<file path="config.mk">
export PLATFORM = sky130hd
export DESIGN_NAME = pc_sequencer
export DESIGN_NICKNAME = d
export VERILOG_FILES = /design/src/rtl/pc_sequencer.sv
export SDC_FILE = /design/constraint.sdc
export NUM_CORES = 1
export LEC_CHECK = 0
export CORE_ASPECT_RATIO = 1.4
export CORE_MARGIN = 4
export CORE_UTILIZATION = 44
export DETAILED_ROUTE_END_ITERATION = 16
export HOLD_SLACK_MARGIN = 0.12
export PLACE_DENSITY = 0.83
export SYNTH_ARGS = -nofsm -noshare
export SYNTH_HDL_FRONTEND = slang
export SYNTH_SLANG_ARGS = --single-unit
</file>
<file path="constraint.sdc">
create_clock -name Clock -period 7 [get_ports Clock]
set_clock_uncertainty 0.05 [all_clocks]
set_input_delay 1.75 -clock Clock [delete_from_list [all_inputs] [get_ports Clock]]
set_output_delay 1.75 -clock Clock [all_outputs]
set_load 0.02 [all_outputs]
</file>
<file path="src/rtl/pc_sequencer.sv">
// Program-counter sequencer: INIT/FETCH/WAIT/EXEC/HALTED control that decodes the next PC and the counter load strobe.
// Optional interrupt entry/return (IRQ, Reti, IRQ_ack, EPC, mask) is built when PC_SEQ_IRQ_EN is defined.
module pc_sequencer #(
  parameter int unsigned     N            = 16,
  parameter logic [N-1:0]    RESET_VECTOR = '0,
  parameter logic [N-1:0]    IRQ_VECTOR   = N'(4)
) (
  input  logic         Clock,
  input  logic         Reset,
  input  logic [N-1:0] PC_cur,
  input  logic         Instr_valid,
  input  logic         Stall,
  input  logic         Branch_taken,
  input  logic [N-1:0] Branch_offset,
  input  logic         Jump_req,
  input  logic [N-1:0] Jump_target,
  input  logic         Halt,
  input  logic         Resume,
`ifdef PC_SEQ_IRQ_EN
  input  logic         IRQ,
  input  logic         Reti,
  output logic         IRQ_ack,
  output logic [N-1:0] EPC,
`endif
  output logic [N-1:0] PC_in,
  output logic         PC_write_data,
  output logic         Fetch_en,
  output logic [2:0]   State
);

  typedef enum logic [2:0] {
    ST_INIT   = 3'd0,
    ST_FETCH  = 3'd1,
    ST_WAIT   = 3'd2,
    ST_EXEC   = 3'd3,
    ST_HALTED = 3'd4
  } state_t;

  state_t       state;
  state_t       state_nxt;
  logic [N-1:0] pc_seq;
  logic [N-1:0] pc_chain;

`ifdef PC_SEQ_IRQ_EN
  logic         irq_take;
  logic         reti_take;
  logic         mask_q;
  logic         ack_q;
  logic [N-1:0] epc_q;
`endif

  // Address the Halt-free priority chain would load; wraps modulo 2^N.
  always_comb begin
    pc_seq   = PC_cur + N'(1);
    pc_chain = pc_seq;
    if (Jump_req) begin
      pc_chain = Jump_target;
    end else if (Branch_taken) begin
      pc_chain = pc_seq + Branch_offset;
    end
  end

  always_ff @(posedge Clock) begin
    if (Reset) begin
      state <= ST_INIT;
    end else begin
      state <= state_nxt;
    end
  end

  // Next state plus combinational PC load decode.
  always_comb begin
    state_nxt     = state;
    PC_in         = PC_cur;
    PC_write_data = 1'b0;
    Fetch_en      = 1'b0;
`ifdef PC_SEQ_IRQ_EN
    irq_take      = 1'b0;
    reti_take     = 1'b0;
`endif
    if (Reset) begin
      PC_in     = RESET_VECTOR;
      state_nxt = ST_INIT;
    end else begin
      case (state)
        ST_INIT: begin
          PC_in         = RESET_VECTOR;
          PC_write_data = 1'b1;
          state_nxt     = ST_FETCH;
        end
        ST_FETCH: begin
          Fetch_en  = 1'b1;
          state_nxt = ST_WAIT;
        end
        ST_WAIT: begin
          if (Instr_valid) state_nxt = ST_EXEC;
        end
        ST_EXEC: begin
          if (!Stall) begin
            if (Halt) begin
              state_nxt = ST_HALTED;
            end else begin
              state_nxt     = ST_FETCH;
              PC_write_data = 1'b1;
              PC_in         = pc_chain;
`ifdef PC_SEQ_IRQ_EN
              // Return beats a new interrupt; a masked interrupt falls through to the chain.
              if (Reti) begin
                reti_take = 1'b1;
                PC_in     = epc_q;
              end else if (IRQ && !mask_q) begin
                irq_take = 1'b1;
                PC_in    = IRQ_VECTOR;
              end
`endif
            end
          end
        end
        ST_HALTED: begin
          if (Resume) state_nxt = ST_FETCH;
        end
        default: state_nxt = ST_INIT;
      endcase
    end
  end

  assign State = state;

`ifdef PC_SEQ_IRQ_EN
  // EPC captures the address the interrupted instruction would have continued to.
  always_ff @(posedge Clock) begin
    if (Reset) begin
      mask_q <= 1'b0;
      ack_q  <= 1'b0;
      epc_q  <= '0;
    end else begin
      ack_q <= irq_take;
      if (irq_take) begin
        epc_q  <= pc_chain;
        mask_q <= 1'b1;
      end else if (reti_take) begin
        mask_q <= 1'b0;
      end
    end
  end

  assign IRQ_ack = ack_q & ~Reset;
  assign EPC     = Reset ? '0 : epc_q;
`endif

endmodule

</file>
==> results.cfg, run 1 <==
[route]
drt_pass1_iterations = 4
wl_per_cell_um = 15.7
totalWireLength_mm = 6.58
dr_wl_met2_mm = 3.58
vias = 2473
detail_route.vias_per_cell = 5.90
drt_first_iter_violations = 125
drc_errors = 0
wl_met1_mm = 2.48
wl_met3_um = 332
maxUsedRoutingLayer = met4
drtAntennaViolNets = 0

[die]
core_area_um2 = 3950
num_rows = 27
chipWidth_um = 62.1
die_y_um = 83.7
start_util_pct = 45.6
die-area_um2 = 5200
io_pins = 77

[critical_path]
cp_max_fo = 3
cp.arrival_ns = 5.08
slowest_stage = clkdlybuf4s50_1
end_kind = output port
reg2reg_depth = 6
cp-start-kind = primary input
worstPathRequired_ns = 5.20
cp_top_family = compound AO/OA/AOI/OAI gates
cp.depth = 15
critPathKind = in2out
crit_chain = clkdlybuf4s50_1, and4_1, and4_4, inv_2, nor2_1, xor2_1, ha_1, a21o_1, a2111oi_4, a21oi_2, mux2i_1, a221o_1, xnor2_1, o311a_1, clkbuf_2
worst_path_largest_cell_delay_ns = 0.49
worst-path-buf-inv = 3

[global_route]
grt_pass1_wl_mm = 10.7
antenna_found_initial = 0
grt_max_degree = 17
first_global_vias = 2529
grt.overflow.total = 0
track_usage_pct = 23.8

[logic_synthesis]
synth_area_um2 = 1800
synthArstFlopShare_pct = 0
syn_nets = 341
synthCells = 265
synth_ff_type = dfxtp_1
yosysWarnings = 0
synth.ff_latch_count = 3
synth_edf_count = 0
synth_area_per_cell_um2 = 6.80
seq_area_frac_synth_pct = 3.33
synth_cell_types = 55

[clock_tree]
cts_made_buffers = 3
cts_htree_levels = 1
clk_latency_ns = 0.22
cts-root-buf = clkbuf_8
cts_sinks = 3
clk_path_buf_depth = 2
cts_tree = done
cts.clk_slew.worst_paths_ns = 0.03

[timing]
hold_violations = 0
setup_slack_ns = 0.124
worst_pin_slew_ns = 0.627
fmax_mhz = 145
timing.slew.headroom_pct = 58.1
setup_violations = 0
slew_violations = 0
hold_ws_ns = 0.560
finalCritPeriodShare_pct = 98.2
period_needed_ns = 6.88

[placed_design]
dp.final_hpwl_mm = 5.24
port_buffers = 76
dp_slack_ns = -0.218
dp.cells = 414
gp_congestion = 0.922

[pwr]
power_density_nw_per_um2 = 104
total_power_mw = 0.306
peakVddDrop_mv = 0.0931
leakage_nw = 1.31

[layout]
layout-drive-gt1-share_pct = 16.5
n_antenna_cell = 0
final_cells = 419
nets = 453
mostFrequentLayoutCells = clkdlybuf4s50_1 (69), buf_4 (40), nand2_1 (34), nor2_1 (25), o21ai_0 (23)
largest_reg_flops = 3
layout_commonest_cell = clkdlybuf4s50_1
area_growth_pct = 63.7
final.fill_count = 311

[status]
status = finished, final reports clean

[hold_path]
hold_path_depth = 1
hold_class = reg2reg

[job]
cap_viol_max_count = 0
-- final cells by class --
class                           instances  area (um^2)  share of cell area [%]
Clock buffer                            4         45.0                    1.53
Sequential cell                         3         60.1                    2.03
Inverter                               11         41.3                    1.40
Timing Repair Buffer                  116         1060                    35.8
Tap cell                               43         53.8                    1.82
Multi-Input combinational cell        242         1700                    57.4
-- power breakdown --
part | switching, mW | total (mW) | leakage, nW | internal, mW
clock network | 0.0127 | 0.0517 | 0.0228 | 0.0390
registers | 0.00380 | 0.0225 | 0.0248 | 0.0187
logic | 0.113 | 0.232 | 1.26 | 0.119
-- per-stage QoR --
step	utilization, %	cell area, um^2	setup TNS, ns
after detailed placement	72.6	2870	-0.484
after CTS	73.9	2920	0
final	74.7	2950	0
after floorplan	-	1800	0
after global routing	74.7	2950	-0.0414
after global placement	72.6	2870	-0.409
-- cells in the mapped netlist (all sizes together) (3+ instances only) --
cell     instances  share of area, %
dfxtp            3               3.3
nor2b            6               2.1
clkbuf           7               1.5
nand2           34               7.1
a22oi            4               1.7
xnor2           14               6.8
nand3            5               1.4
nand2b           5               1.7
mux2i            3               1.7
nor3             6               1.7
and2             3               1.0
ha              19                13
nand4            3               1.0
xor2            10               5.3
a2111oi          3               3.5
o21a             4               1.7
o211ai           4               1.7
o21ai           28               7.8
inv             11               2.3
a31oi            4               1.4
o31ai            4               1.7
a21o             4               1.7
nor2            25               5.2
and3             6               2.1
a21oi           17               4.9
-- path summary, 6_finish.rpt --
path | to | slack (ns) | startpoint
max | PC_in[15] | 0.12 | PC_cur[5]
min | State[1] | 0.56 | State[2]
max reg2reg | State[0] | 5.57 | State[2]
min reg2reg | State[1] | 0.56 | State[2]
-- repair_timing --
action | CTS | global route
gates resized for setup | 6 | 17
setup endpoints to repair | 6 | 9
buffers inserted | 0 | 1
pin swaps | 0 | 2
cloned | 0 | 0
hold buffers | 0 | 0
-- per-layer routing --
layer	track usage, %	up-vias
li1	-	1214
met1	24.6	1150
met2	46.4	93
met3	2.96	16
met4	9.47	0
met5	0	-
-- kinds of logic after synthesis --
logic type	Yosys count	synth area share [%]
AO/OA/AOI/OAI	93	36.6
adder cells (fa/ha/maj)	20	14.3
flip-flops	3	3.33
multiplexers	4	2.29
XOR/XNOR	24	12.1
buffers and inverters	20	4.65
AND/OR/NAND/NOR	101	26.7
Note: power is estimated with default switching activity, not from simulation.
==> run 2, diff against run 1 <==
--- a/config.mk
+++ b/config.mk
@@ -8,6 +8,7 @@
 export CORE_ASPECT_RATIO = 1.4
 export CORE_MARGIN = 4
 export CORE_UTILIZATION = 44
+export CTS_CLUSTER_SIZE = 40
 export DETAILED_ROUTE_END_ITERATION = 16
 export HOLD_SLACK_MARGIN = 0.12
 export PLACE_DENSITY = 0.83
==> results of run 2 <==
Same layout as run 1: the final DEF is identical, and so are final timing and power.
==> variant, RTL diff (settings of run 1) <==
Add an input register stage for `Branch_offset`; this delays it by one clock. The other inputs are not delayed to match.
--- a/src/rtl/pc_sequencer.sv
+++ b/src/rtl/pc_sequencer.sv
@@ -36,6 +36,12 @@
     ST_HALTED = 3'd4
   } state_t;
 
+  logic [N-1:0] Branch_offset_q;
+
+  always_ff @(posedge Clock) begin
+    Branch_offset_q <= Branch_offset;
+  end
+
   state_t       state;
   state_t       state_nxt;
   logic [N-1:0] pc_seq;
@@ -56,7 +62,7 @@
     if (Jump_req) begin
       pc_chain = Jump_target;
     end else if (Branch_taken) begin
-      pc_chain = pc_seq + Branch_offset;
+      pc_chain = pc_seq + Branch_offset_q;
     end
   end
 
Formal check against the unedited RTL: not equivalent (Yosys sat finds a counterexample within 4 cycles, from zero or initial values and one cycle with Reset high).
==> variant against run 1 <==
- worst setup slack improved by 0.032 ns
- cell area rose by 11%
- synthesized area rose by 18%
- routed wire length rose by 13%
- sequential cell count rose by 16
- global-route usage rose by 1.9 points
- total power rose by 40%
- sequential share of layout area rose by 9.5 points
- sequential power rose to 5.3 times the old value
- combinational power fell by 3%
- count of clock-buffer cells in the layout did not move
- critical path type unchanged
- critical endpoint is now PC_in[8]
- largest cell class unchanged
- highest routed layer unchanged
==> variant: results (changes against run 1) <==
crit-path leading delay family = buffers and inverters (was compound AO/OA/AOI/OAI gates)
Worst-path clk slew = 0.08 ns (was 0.03 ns)
vias in the first global route = 2,726 (was 2,529)
Reg2Reg Depth = 3 (was 6)
fmax = 146 MHz (was 145 MHz)
DRT Pass-1 Iters = 5 (was 4)
sw power = 0.000156 W (was 0.000130 W)
M1 GR Usage = 30.8% (was 24.6%)
M3 GR Usage = 2.74% (was 2.96%)
final net count = 478 (was 453)
Slew @ Worst Pin = 0.566 ns (was 0.627 ns)
status = complete, no violations (unchanged)
Synth area leaders = dfxtp_1 18%, ha_1 11%, o21ai_0 5.9%, xnor2_1 5.8%, nand2_1 5.3% (was ha_1 13%, nand2_1 7.1%, xnor2_1 6.8%, o21ai_0 6.4%, nor2_1 5.2%)
Netlist cell types = 51 (was 55)
Peak VDD IR = 0.0000796 V (was 0.0000931 V)
WP data arrival = 5.04 ns (was 5.08 ns)
met2 Usage GRT = 44.0% (was 46.4%)
pin count of the biggest net entering global routing = 24 (was 17)
Largest register FFs = 16 (was 3)
post-CTS sizing = 7 (was 6)
Static Leak = 1.44 nW (was 1.31 nW)
Placed Cells = 459 (was 414)
post-synthesis sequential area ratio = 17.9% (was 3.33%)
CP peak stage delay = 0.54 ns (was 0.49 ns)
R2R Path End = State[2]$_SDFFE_PP0P_ (was State[0]$_SDFFE_PP0P_)
GP Congestion = 0.927 (was 0.922)
Post-synth top cells = 30 x nand2_1, 25 x nor2_1, 25 x o21ai_0 (was 34 x nand2_1, 25 x nor2_1, 23 x o21ai_0)
Critical Path Sink = PC_in[8] (was PC_in[15])
Avg WL per Cell = 16.1 um (was 15.7 um)
layout cells sized above 1 = 15.0% (was 16.5%)
placed cell areas = 0.00324 mm2 (was 0.00287 mm2)
r2r setup slk = 5.79 ns (was 5.57 ns)
==> variant: power by group through the flow <==
stage | combinational (W) | clock (W) | sequential [W]
finish | 0.000226 | 0.0000808 | 0.000120
global route | 0.000247 | 0.0000887 | 0.000121
CTS | 0.000225 | 0.0000828 | 0.000120
detailed placement | 0.000225 | 0 | 0.000123
global placement | 0.000219 | 0 | 0.000123
floorplan | 0.000121 | 0 | 0.000122
==> variant: worst min-delay path by stage <==
stage / slack (ns) / endpoint / cells past startpoint / from
finish: 0.66 / State[1]$_SDFFE_PP0P_ / 1 / State[2]$_SDFFE_PP0P_
global route: 0.72 / State[1]$_SDFFE_PP0P_ / 1 / State[2]$_SDFFE_PP0P_
CTS: 0.65 / State[1]$_SDFFE_PP0P_ / 1 / State[2]$_SDFFE_PP0P_
detailed placement: 0.64 / State[1]$_SDFFE_PP0P_ / 1 / State[2]$_SDFFE_PP0P_
global placement: 0.63 / State[1]$_SDFFE_PP0P_ / 1 / State[2]$_SDFFE_PP0P_
floorplan: 0.67 / State[2]$_SDFFE_PP0P_ / 3 / State[1]$_SDFFE_PP0P_
==> variant: routing by layer <==
layer	part of all wire, %	vias to the layer above	wire length, um
li1	-	1290	-
met1	39	1227	2930
met5	0	-	0
met3	5.8	34	432
met2	51	118	3790
met4	3.9	0	291
==> variant: cells by family (layout without fill, tap and decap cells) <==
logic type	after synthesis	in the layout	synth area share, %
and+or+nand+nor	112	112	25.9
buffers and inverters	21	133	3.77
muxes	3	3	1.41
AOI/OAI and AO/OA	93	93	30.2
DFF	19	19	17.9
xor gates and xnor gates	21	21	8.66
adders and majority gates	20	20	12.1
==> variant: final cells by class <==
type	instances	area, um2
inverter	10	37.5
multi-input combinational	249	1680
tap	62	77.6
clock buffer	4	45.0
fill	388	1320
sequential	19	380
timing repair buffer	119	1060
